==> config.mk <==
export PLATFORM = sky130hd
export DESIGN_NAME = stdao2222_rr_arb
export DESIGN_NICKNAME = d
export VERILOG_FILES = /design/src/rtl/stdao2222_rr_arb.sv
export SDC_FILE = /design/constraint.sdc
export NUM_CORES = 1
export LEC_CHECK = 0
export ABC_AREA = 1
export BUFFER_PORTS_ARGS = -buffer_cell sky130_fd_sc_hd__buf_4
export CORE_MARGIN = 3
export CORE_UTILIZATION = 60
export DETAILED_ROUTE_END_ITERATION = 8
export PLACE_DENSITY = 0.93
export SLEW_MARGIN = 15
export SYNTH_ARGS = -nofsm -noshare
export SYNTH_HDL_FRONTEND = slang
export SYNTH_SLANG_ARGS = --single-unit
==> constraint.sdc <==
create_clock -name CLK -period 2.8 [get_ports CLK]
set_input_delay 0.42 -clock CLK [delete_from_list [all_inputs] [get_ports CLK]]
set_output_delay 0.42 -clock CLK [all_outputs]
set_load 0.005 [all_outputs]
==> src/rtl/stdao2222_rr_arb.sv <==
// stdao2222_rr_arb: four-requester round-robin arbiter that drives the select legs
// (IN1, IN3, IN5, IN7) of a stdao2222 AND-OR path. At most one leg is ever high.
// Every owner change passes through one empty GAP cycle, so the AND-OR output
// never combines two sources. Every output comes straight from a flop, so there
// is no combinational path from REQ to GNT.
module stdao2222_rr_arb #(
  parameter int MAX_HOLD = 8,
  parameter int CNT_W    = 4
) (
  input  logic       CLK,
  input  logic       NRESET,
  input  logic [3:0] REQ,
  input  logic       EN,
  output logic [3:0] GNT,
  output logic [1:0] GNT_ID,
  output logic       BUSY
);

  typedef enum logic [1:0] {
    ST_IDLE  = 2'd0,
    ST_GRANT = 2'd1,
    ST_GAP   = 2'd2
  } state_t;

  // Last hold-count value before a contested owner has to give up the path.
  localparam logic [CNT_W-1:0] HOLD_LAST = CNT_W'(MAX_HOLD - 1);

  state_t           state_q, state_d;
  logic [1:0]       ptr_q, ptr_d;
  logic [CNT_W-1:0] hcnt_q, hcnt_d;
  logic [3:0]       gnt_q, gnt_d;
  logic [1:0]       gnt_id_q, gnt_id_d;
  logic             busy_q, busy_d;

  logic [1:0]       winner;
  logic             owner_req;
  logic             others_pending;
  logic             hold_expired;

  // Returns the first set request bit, searching upward from ptr and wrapping mod 4.
  function automatic logic [1:0] rr_pick(input logic [3:0] req, input logic [1:0] ptr);
    logic [1:0] idx;
    logic       found;
    rr_pick = ptr;
    found   = 1'b0;
    for (int off = 0; off < 4; off++) begin
      idx = ptr + 2'(off);
      if (!found && req[idx]) begin
        rr_pick = idx;
        found   = 1'b1;
      end
    end
  endfunction

  // Evaluates the release conditions for the current owner.
  always_comb begin
    winner         = rr_pick(REQ, ptr_q);
    owner_req      = REQ[gnt_id_q];
    others_pending = |(REQ & ~gnt_q);
    hold_expired   = (hcnt_q == HOLD_LAST);
  end

  // Computes the next state, pointer, hold count and registered select legs.
  always_comb begin
    state_d  = state_q;
    ptr_d    = ptr_q;
    hcnt_d   = hcnt_q;
    gnt_d    = gnt_q;
    gnt_id_d = gnt_id_q;
    busy_d   = busy_q;

    case (state_q)
      ST_IDLE: begin
        if (EN && (REQ != 4'b0000)) begin
          gnt_d    = 4'b0001 << winner;
          gnt_id_d = winner;
          busy_d   = 1'b1;
          hcnt_d   = '0;
          state_d  = ST_GRANT;
        end
      end

      ST_GRANT: begin
        if (!owner_req || (hold_expired && others_pending)) begin
          gnt_d    = 4'b0000;
          gnt_id_d = 2'd0;
          busy_d   = 1'b0;
          ptr_d    = gnt_id_q + 2'd1;
          hcnt_d   = '0;
          state_d  = ST_GAP;
        end else if (!hold_expired) begin
          hcnt_d = hcnt_q + CNT_W'(1);
        end
      end

      ST_GAP: begin
        state_d = ST_IDLE;
      end

      default: begin
        gnt_d    = 4'b0000;
        gnt_id_d = 2'd0;
        busy_d   = 1'b0;
        hcnt_d   = '0;
        state_d  = ST_IDLE;
      end
    endcase
  end

  // Holds the arbiter state. Reset clears every flop at once, so the select legs drop without waiting for a clock edge.
  always_ff @(posedge CLK or negedge NRESET) begin
    if (!NRESET) begin
      state_q  <= ST_IDLE;
      ptr_q    <= 2'd0;
      hcnt_q   <= '0;
      gnt_q    <= 4'b0000;
      gnt_id_q <= 2'd0;
      busy_q   <= 1'b0;
    end else begin
      state_q  <= state_d;
      ptr_q    <= ptr_d;
      hcnt_q   <= hcnt_d;
      gnt_q    <= gnt_d;
      gnt_id_q <= gnt_id_d;
      busy_q   <= busy_d;
    end
  end

  assign GNT    = gnt_q;
  assign GNT_ID = gnt_id_q;
  assign BUSY   = busy_q;

endmodule

# Word-level counts from Yosys, hierarchy flattened
# Cells that the tools add are included.
[totals]
regBits = 15
wordCells = 75
out_inout_bits = 7
inputBits = 7
[classes]
mux = 32
n_shift = 1
order_cmp = 5
add_sub_neg = 5
n_reduce_logical = 17
n_eq_ne = 6
n_bitwise = 3
[ops]
columns = ["op", "count"]
rows = [
  ["4-bit case mux with 3 select lines", 2],
  ["4-bit two-way mux", 5],
  ["2-bit by 3-bit less-than comparator with 1-bit output, second input constant", 5],
  ["2-bit two-way mux", 7],
  ["1-bit binary-select mux with 2-bit select", 5],
  ["1-bit two-way mux", 10],
  ["2-bit case mux with 3 select lines", 1],
  ["3-bit AND reduction", 2],
  ["1-bit logical AND", 5],
  ["2-bit by 1-bit adder with 2-bit output, second input constant", 2],
  ["2-bit adder, second input constant", 2],
  ["4-bit by 1-bit adder with 4-bit output, second input constant", 1],
  ["4-bit bitwise AND", 1],
  ["4-bit by 3-bit equality test with 1-bit output, second input constant", 1],
  ["1-bit zero test", 4],
  ["2-bit != test, second input constant", 2],
  ["4-bit NOT", 1],
  ["2-bit case mux with 2 select lines", 1],
  ["2-bit AND reduction", 2],
  ["4-bit nonzero test", 1],
  ["4-bit OR reduction", 1],
  ["1-bit by 2-bit left shift with 4-bit output, first input constant", 1],
  ["3-bit != test, second input constant", 1],
  ["1-bit case mux with 3 select lines", 1],
  ["5 further kinds", 5],
]

# Depth between registers and ports, before layout
# Gate-level depths: netlist of the first run.
[logic_depth]
word_depth = 15
ltp_mapped = 14
mapped_depth_nobuf = 13

# Worst setup path after synthesis of the first run
# OpenSTA, ideal clock, no wires.
[synth_timing]
path_kind = "reg-to-reg"
from = "register ptr_q[0]"
to = "register gnt_id_q[1] (netlist: GNT_ID[1])"
slack_ps = 1324
t_arrival_ps = 1358
synth_period_minus_slack_ps = 1476
stages_incl_launch_ff = 14
path_buffers = 1
setup_time_ps = 117
required_ps = 2683
path_cell_list = "dfrtp_1 -> inv_2 -> buf_6 -> nand2_1 -> nand3_2 -> nand2_2 -> nor2_8 -> nand2_2 -> nand2_2 -> nand2_1 -> nand2_2 -> nand2_4 -> nand2_1 -> o21ai_2"
[synth_via]
elab_chain_cells = 14
elab_cells_between_ends = 25
cone_classes = "add/sub (3); mux (16); reduce/logical (6)"
[synth_lines]
columns = ["item", "line", "source"]
rows = [
  ["start, declared", "29", "logic [1:0] ptr_q, ptr_d;"],
  ["start signal, assigned", "121", "ptr_q <= ptr_d;"],
  ["parallel branches: the longest is 11 deep, another holds 2-bit by 1-bit adder with 2-bit output", "-", ""],
  ["2-bit two-way mux (*)", "48", "if (!found && req[idx]) begin"],
  ["2-bit two-way mux (*)", "74", "if (EN && (REQ != 4'b0000)) begin"],
  ["2-bit case mux with 3 select lines (*)", "72", "case (state_q)"],
  ["end signal, assigned", "124", "gnt_id_q <= gnt_id_d;"],
  ["end, declared", "32", "logic [1:0] gnt_id_q, gnt_id_d;"],
]
# Every way passes the cells marked *. The select of a mux whose other input is x is not followed.
# A chain may end at the register's enable or synchronous reset.

# Worst setup path after layout of the first run
# Same ends and word-level chain as after synthesis.

==> results.cfg, run 1 <==
[run_status]
status = finished clean

[layout]
layout_commonest_cell = nand2_1
fillers = 160
postLayoutCoreUtil = 0.720
nets = 185
syn2layout_area_growth_pct = 11.9
fin_area_um2 = 1270
drive_above_1_share = 0.273
layout_common_cells = 57 x nand2_1, 19 x inv_1, 16 x nand2_2, 15 x dfrtp_1, 13 x buf_4
diodes = 0

[critical_path]
critPathArrivalTime_ns = 2.16
timing.rr.end = GNT_ID[1]
ff2ff_path_depth = 13
crit_start = ptr_q[0]
crit_required_ns = 2.97
reg2reg_from = ptr_q[0]
path_depth = 13
critPathCaptureType = register
path_buf_inv = 1
cp_cell_sequence = inv_2 -> nand2_1 -> nand2_1 -> nand2_2 -> nand2_4 -> nor2_8 -> nand2_2 -> nand2_2 -> nand2_1 -> nand2_2 -> nand2_4 -> nand2_1 -> o21ai_2
crit_family = simple AND/OR/NAND/NOR gates
reg2reg_slack_ns = 0.82
cpPeakStageDelay_ns = 0.72
crit_fanout = 14
start_kind = register
cp-endpoint = GNT_ID[1]
critPathKind = reg2reg
crit_path_top_delay_cell = dfrtp_1

[pwr]
peakVddDrop_mv = 0.624
p_per_area_nw_per_um2 = 1080
p_total_mw = 1.37
p_leak_nw = 0.688

[clock_network]
root_buffer = clkbuf_4
clock_sinks = 15
clk_latency_ns = 0.27
htreeDepth = 1
cts_resized = 0
cts_tree = built
cts.path.max_buffers = 2
cts.clk_slew.worst_paths_ns = 0.08
hold_buffers = 1
post-cts-setup-buffers = 0
cts_buffers = 3

[min_path]
min_path_type = reg2reg

[global_route]
grt_pass1_vias = 1063
grt_usage = 0.231
gr-total-overflow = 0
antenna_found_initial = 0
grt_max_degree = 16
grt_first_pass_wirelength_um = 4500

[floorplan]
start_util = 0.643
die-area_um2 = 2450
dieWidth_um = 49.5
die_y_um = 49.5
core_um2 = 1760
ios = 14
placement_rows = 15

[sta]
setup_viol = 0
rsz0062_at_grt = false
max_slew.worst_pin.slew_ns = 0.579
fin_tns_setup_ns = 0
final-hold-violation-count = 0
fmax_mhz = 504
slew_viol_final = 0
fin_crit_sh = 0.708
timing.final.ws_setup_ns = 0.817
period_needed_ns = 1.98
relSlewSlack = 0.614
finClkSkew_ns = 0.00182

[yosys]
synth_fa_ha_area_frac = 0.0110
synth_cells = 161
synth_xor_area_frac = 0.00772
yosysUniqueCellTypes = 24
netlist_area_um2 = 1130
synth_fp_nets = 169
synth-simple-area-share = 0.455
synth.top_cell.area_share = 0.331
synth-compound-area-share = 0.0959
synth.area.top_cells = dfrtp_1 33%, nand2_1 19%, nand2_2 8.8%
synth_warnings = 0
synthMuxAreaShare = 0
ys_seq_area_frac = 0.331
synth_area_per_cell_um2 = 7.05
synth_top_area_cell = dfrtp_1
ys_ff_latch = 15
synth_top_family_by_area = simple AND/OR/NAND/NOR gates

[run]
max-cap-violations = 0

[placed_design]
gp_congestion = 0.882
portBuffers = 13
hpwl_um = 1920
post_dp_cell_area_um2 = 1230
dp_worst_setup_slack_ns = 0.859

[routing]
dr.pass1.iters = 4
via_per_inst = 5.39
wire_per_inst_um = 12.4
drt_iter0_drc = 29
ant_nets = 0
drc = 0
vias = 1083
wl_um = 2500
-- stage by stage --
step,instances,hold slack (ns)
after global placement,196,0.279
after global routing,201,0.546
final,201,0.525
after detailed placement,196,0.283
after CTS,201,0.521
after floorplan,161,0.124
-- final cells by class --
type                    count  area (um^2)  area share
well taps                  25         31.3      0.0246
multi-input cells         121          647       0.509
clock buffers               4         26.3      0.0207
inverters                  22         82.6      0.0650
flip-flops and latches     15          375       0.296
repair buffers             14          108      0.0847
-- cell families after synthesis --
| group | after synthesis |
|---|---|
| AO/OA/AOI/OAI | 19 |
| XOR/XNOR | 1 |
| adder cells (fa/ha/maj) | 1 |
| buffers and inverters | 25 |
| flip-flops | 15 |
| AND/OR/NAND/NOR | 100 |
-- power breakdown --
| part | internal [mW] | leakage, nW | switching [mW] |
|---|---|---|---|
| registers | 0.290 | 0.198 | 0.109 |
| logic | 0.312 | 0.475 | 0.544 |
| clock network | 0.0552 | 0.0150 | 0.0629 |
-- worst reg2reg max path, cell delays in order (launching register included) --
cell	delay, ns
dfrtp_1	0.72
inv_2	0.23
nand2_1	0.11
nand2_1	0.08
nand2_2	0.08
nand2_4	0.08
nor2_8	0.11
nand2_2	0.06
nand2_2	0.06
nand2_1	0.06
nand2_2	0.09
nand2_4	0.07
nand2_1	0.08
o21ai_2	0.05
-- sequential cells by signal, indices dropped and copies added, names as in the netlist --
name / count
BUSY: 1
GNT_ID: 2
GNT: 4
ptr_q: 2
hcnt_q: 4
state_q: 2
-- layer usage --
layer | track usage | up-vias | wire [um]
met2 | 0.420 | 28 | 1270
met1 | 0.291 | 518 | 1100
li1 | - | 533 | -
met4 | 0.0415 | 0 | 17
met3 | 0.0363 | 4 | 108
met5 | 0 | - | 0
-- synthesized netlist by cell type --
| cell | n |
|---|---|
| nand2_1 | 57 |
| inv_1 | 19 |
| nand2_2 | 16 |
| dfrtp_1 | 15 |
| nand3_1 | 11 |
| a21oi_1 | 5 |
| nand3_2 | 5 |
| o21ai_1 | 5 |
| nor2_1 | 4 |
| o21ai_0 | 4 |
| inv_2 | 3 |
| buf_6 | 2 |
| nand2_4 | 2 |
| o21ai_2 | 2 |
| o22ai_1 | 2 |
| a21oi_2 | 1 |
| buf_4 | 1 |
| ha_1 | 1 |
| nand3_4 | 1 |
| nand4_1 | 1 |
| nor2_4 | 1 |
| nor2_8 | 1 |
| nor3_1 | 1 |
| xnor2_1 | 1 |
-- how the worst min path moves through the flow --
stage,slack (ns),to,start,cells after the start
after detailed placement,0.28,hcnt_q[3],NRESET,1
after CTS,0.52,hcnt_q[3],NRESET,2
after floorplan,0.12,BUSY,NRESET,0
after global placement,0.28,hcnt_q[2],NRESET,1
after global routing,0.55,hcnt_q[1],NRESET,2
final,0.52,BUSY,BUSY,2
Note: power is estimated with default switching activity, not from simulation.
==> run 2, diff against run 1 <==
Settings changed: CORE_UTILIZATION 60 to 51, PLACE_DENSITY 0.93 to 0.85.
Clock period 2.8 ns to 1.6 ns, I/O delays scaled along.
==> results.cfg, run 2 (synthesized netlist as in run 1, its figures left out) <==
[layout]
diodes = 0
layout_commonest_cell = nand2_1
seqCellArea_um2 = 378
syn2layout_area_growth_pct = 23.4
fillers = 169
drive_above_1_share = 0.370
nets = 193
layout_common_cells = 51 x nand2_1, 21 x nand2_2, 19 x inv_1, 18 x buf_4, 13 x dfrtp_1
stdcell_count = 211
multi_input_area_um2 = 693

[critical_path]
critPathArrivalTime_ns = 1.76
cp_cell_sequence = buf_6 -> nand2_1 -> nand2_2 -> nand2_2 -> nand2_4 -> nor2_8 -> nand2_2 -> nand2_2 -> nand2_2 -> nand2_2 -> nand2_4 -> nand2_1 -> nand2_1
crit_required_ns = 1.78
crit_path_top_delay_cell = dfrtp_2
cpPeakStageDelay_ns = 0.47
crit_path_frequent_cell = nand2_2
critPathKind = reg2reg
path_buf_inv = 1
crit_fanout = 5
start_kind = register
critPathCaptureType = register
crit_family = simple AND/OR/NAND/NOR gates

[sta]
final-hold-violation-count = 0
finClkSkew_ns = 0.00252
slew_viol_final = 0
fmax_mhz = 632
fin_tns_setup_ns = 0
setup_viol = 0
rsz0062_at_grt = true
fin_crit_sh = 0.989
period_needed_ns = 1.58
max_slew.worst_pin.slew_ns = 0.223
relSlewSlack = 0.851

[pwr]
p_per_area_nw_per_um2 = 1930
peakVddDrop_mv = 1.19
p_leak_nw = 0.738

[global_route]
antenna_found_initial = 0
grt_usage = 0.207
grt_max_degree = 16
grt_pass1_vias = 1067
grt_first_pass_wirelength_um = 4330
gr-total-overflow = 0

[clock_network]
htreeDepth = 1
clk_latency_ns = 0.28
root_buffer = clkbuf_4
cts_tree = built
cts.clk_slew.worst_paths_ns = 0.09
cts.path.max_buffers = 2
cts_buffers = 3
clock_sinks = 15

[floorplan]
ios = 14
die_y_um = 53.2
start_util = 0.556
dieWidth_um = 53.2
core_um2 = 2040
placement_rows = 16
die-area_um2 = 2830

[routing]
drt_iter0_drc = 28
via_per_inst = 5.24
wl_um = 2620
wire_per_inst_um = 12.4
drc = 0
ant_nets = 0
vias = 1105
dr.pass1.iters = 4

[placed_design]
gp_congestion = 0.839
place_inst = 202
hpwl_um = 1900
portBuffers = 13

[min_path]
min_path_type = in2async

[run_status]
status = finished clean

[run]
max-cap-violations = 0
[run 2: per-layer routing]
layer / up-vias / track usage / part of all wire
met4: 0 / 0.0511 / 0.0088
met5: - / 0 / 0
met1: 495 / 0.264 / 0.43
met2: 53 / 0.347 / 0.48
met3: 2 / 0.0535 / 0.079
li1: 555 / - / -
[run 2: what timing repair did]
action	in CTS	in global routing
gates cloned	0	1
endpoints found under the hold margin	15	0
buffers inserted	0	3
pin swaps	0	2
hold buffers	1	0
gates resized for setup	1	21
setup endpoints to repair	1	11
[run 2: metrics by stage]
stage	utilization	power [mW]	setup slack [ns]	hold WS [ns]	area (um^2)
detailed placement	0.620	2.22	0.0209	0.106	1270
global placement	0.620	2.17	0.0394	0.102	1270
floorplan	-	1.90	0.124	-0.0556	1130
CTS	0.640	2.45	0.00158	0.345	1310
finish	0.686	2.70	0.0182	0.342	1400
global route	0.686	2.95	-0.0905	0.344	1400
[run 2: path summary, 6_finish.rpt]
path / startpoint / end / slack, ns / cells after the start
setup / recovery: ptr_q[0] / GNT[3] / 0.02 / 13
hold / removal: NRESET / BUSY / 0.34 / 2
setup reg to reg: ptr_q[0] / GNT[3] / 0.02 / 13
hold reg to reg: BUSY / BUSY / 0.49 / 2
max in group asynchronous: NRESET / ptr_q[1] / 1.07 / 2
min in group CLK: EN / BUSY / 0.35 / 5
[run 2: report_power, final]
| group | internal (mW) | switching (mW) |
|---|---|---|
| sequential | 0.514 | 0.152 |
| clock | 0.0968 | 0.120 |
| combinational | 0.715 | 1.10 |
| total | 1.33 | 1.37 |
[run 2: final cells by class]
cell class | count | area share
tap | 27 | 0.0241
sequential | 15 | 0.270
multi-input combinational | 121 | 0.495
timing repair buffer | 22 | 0.128
inverter | 22 | 0.0643
clock buffer | 4 | 0.0188
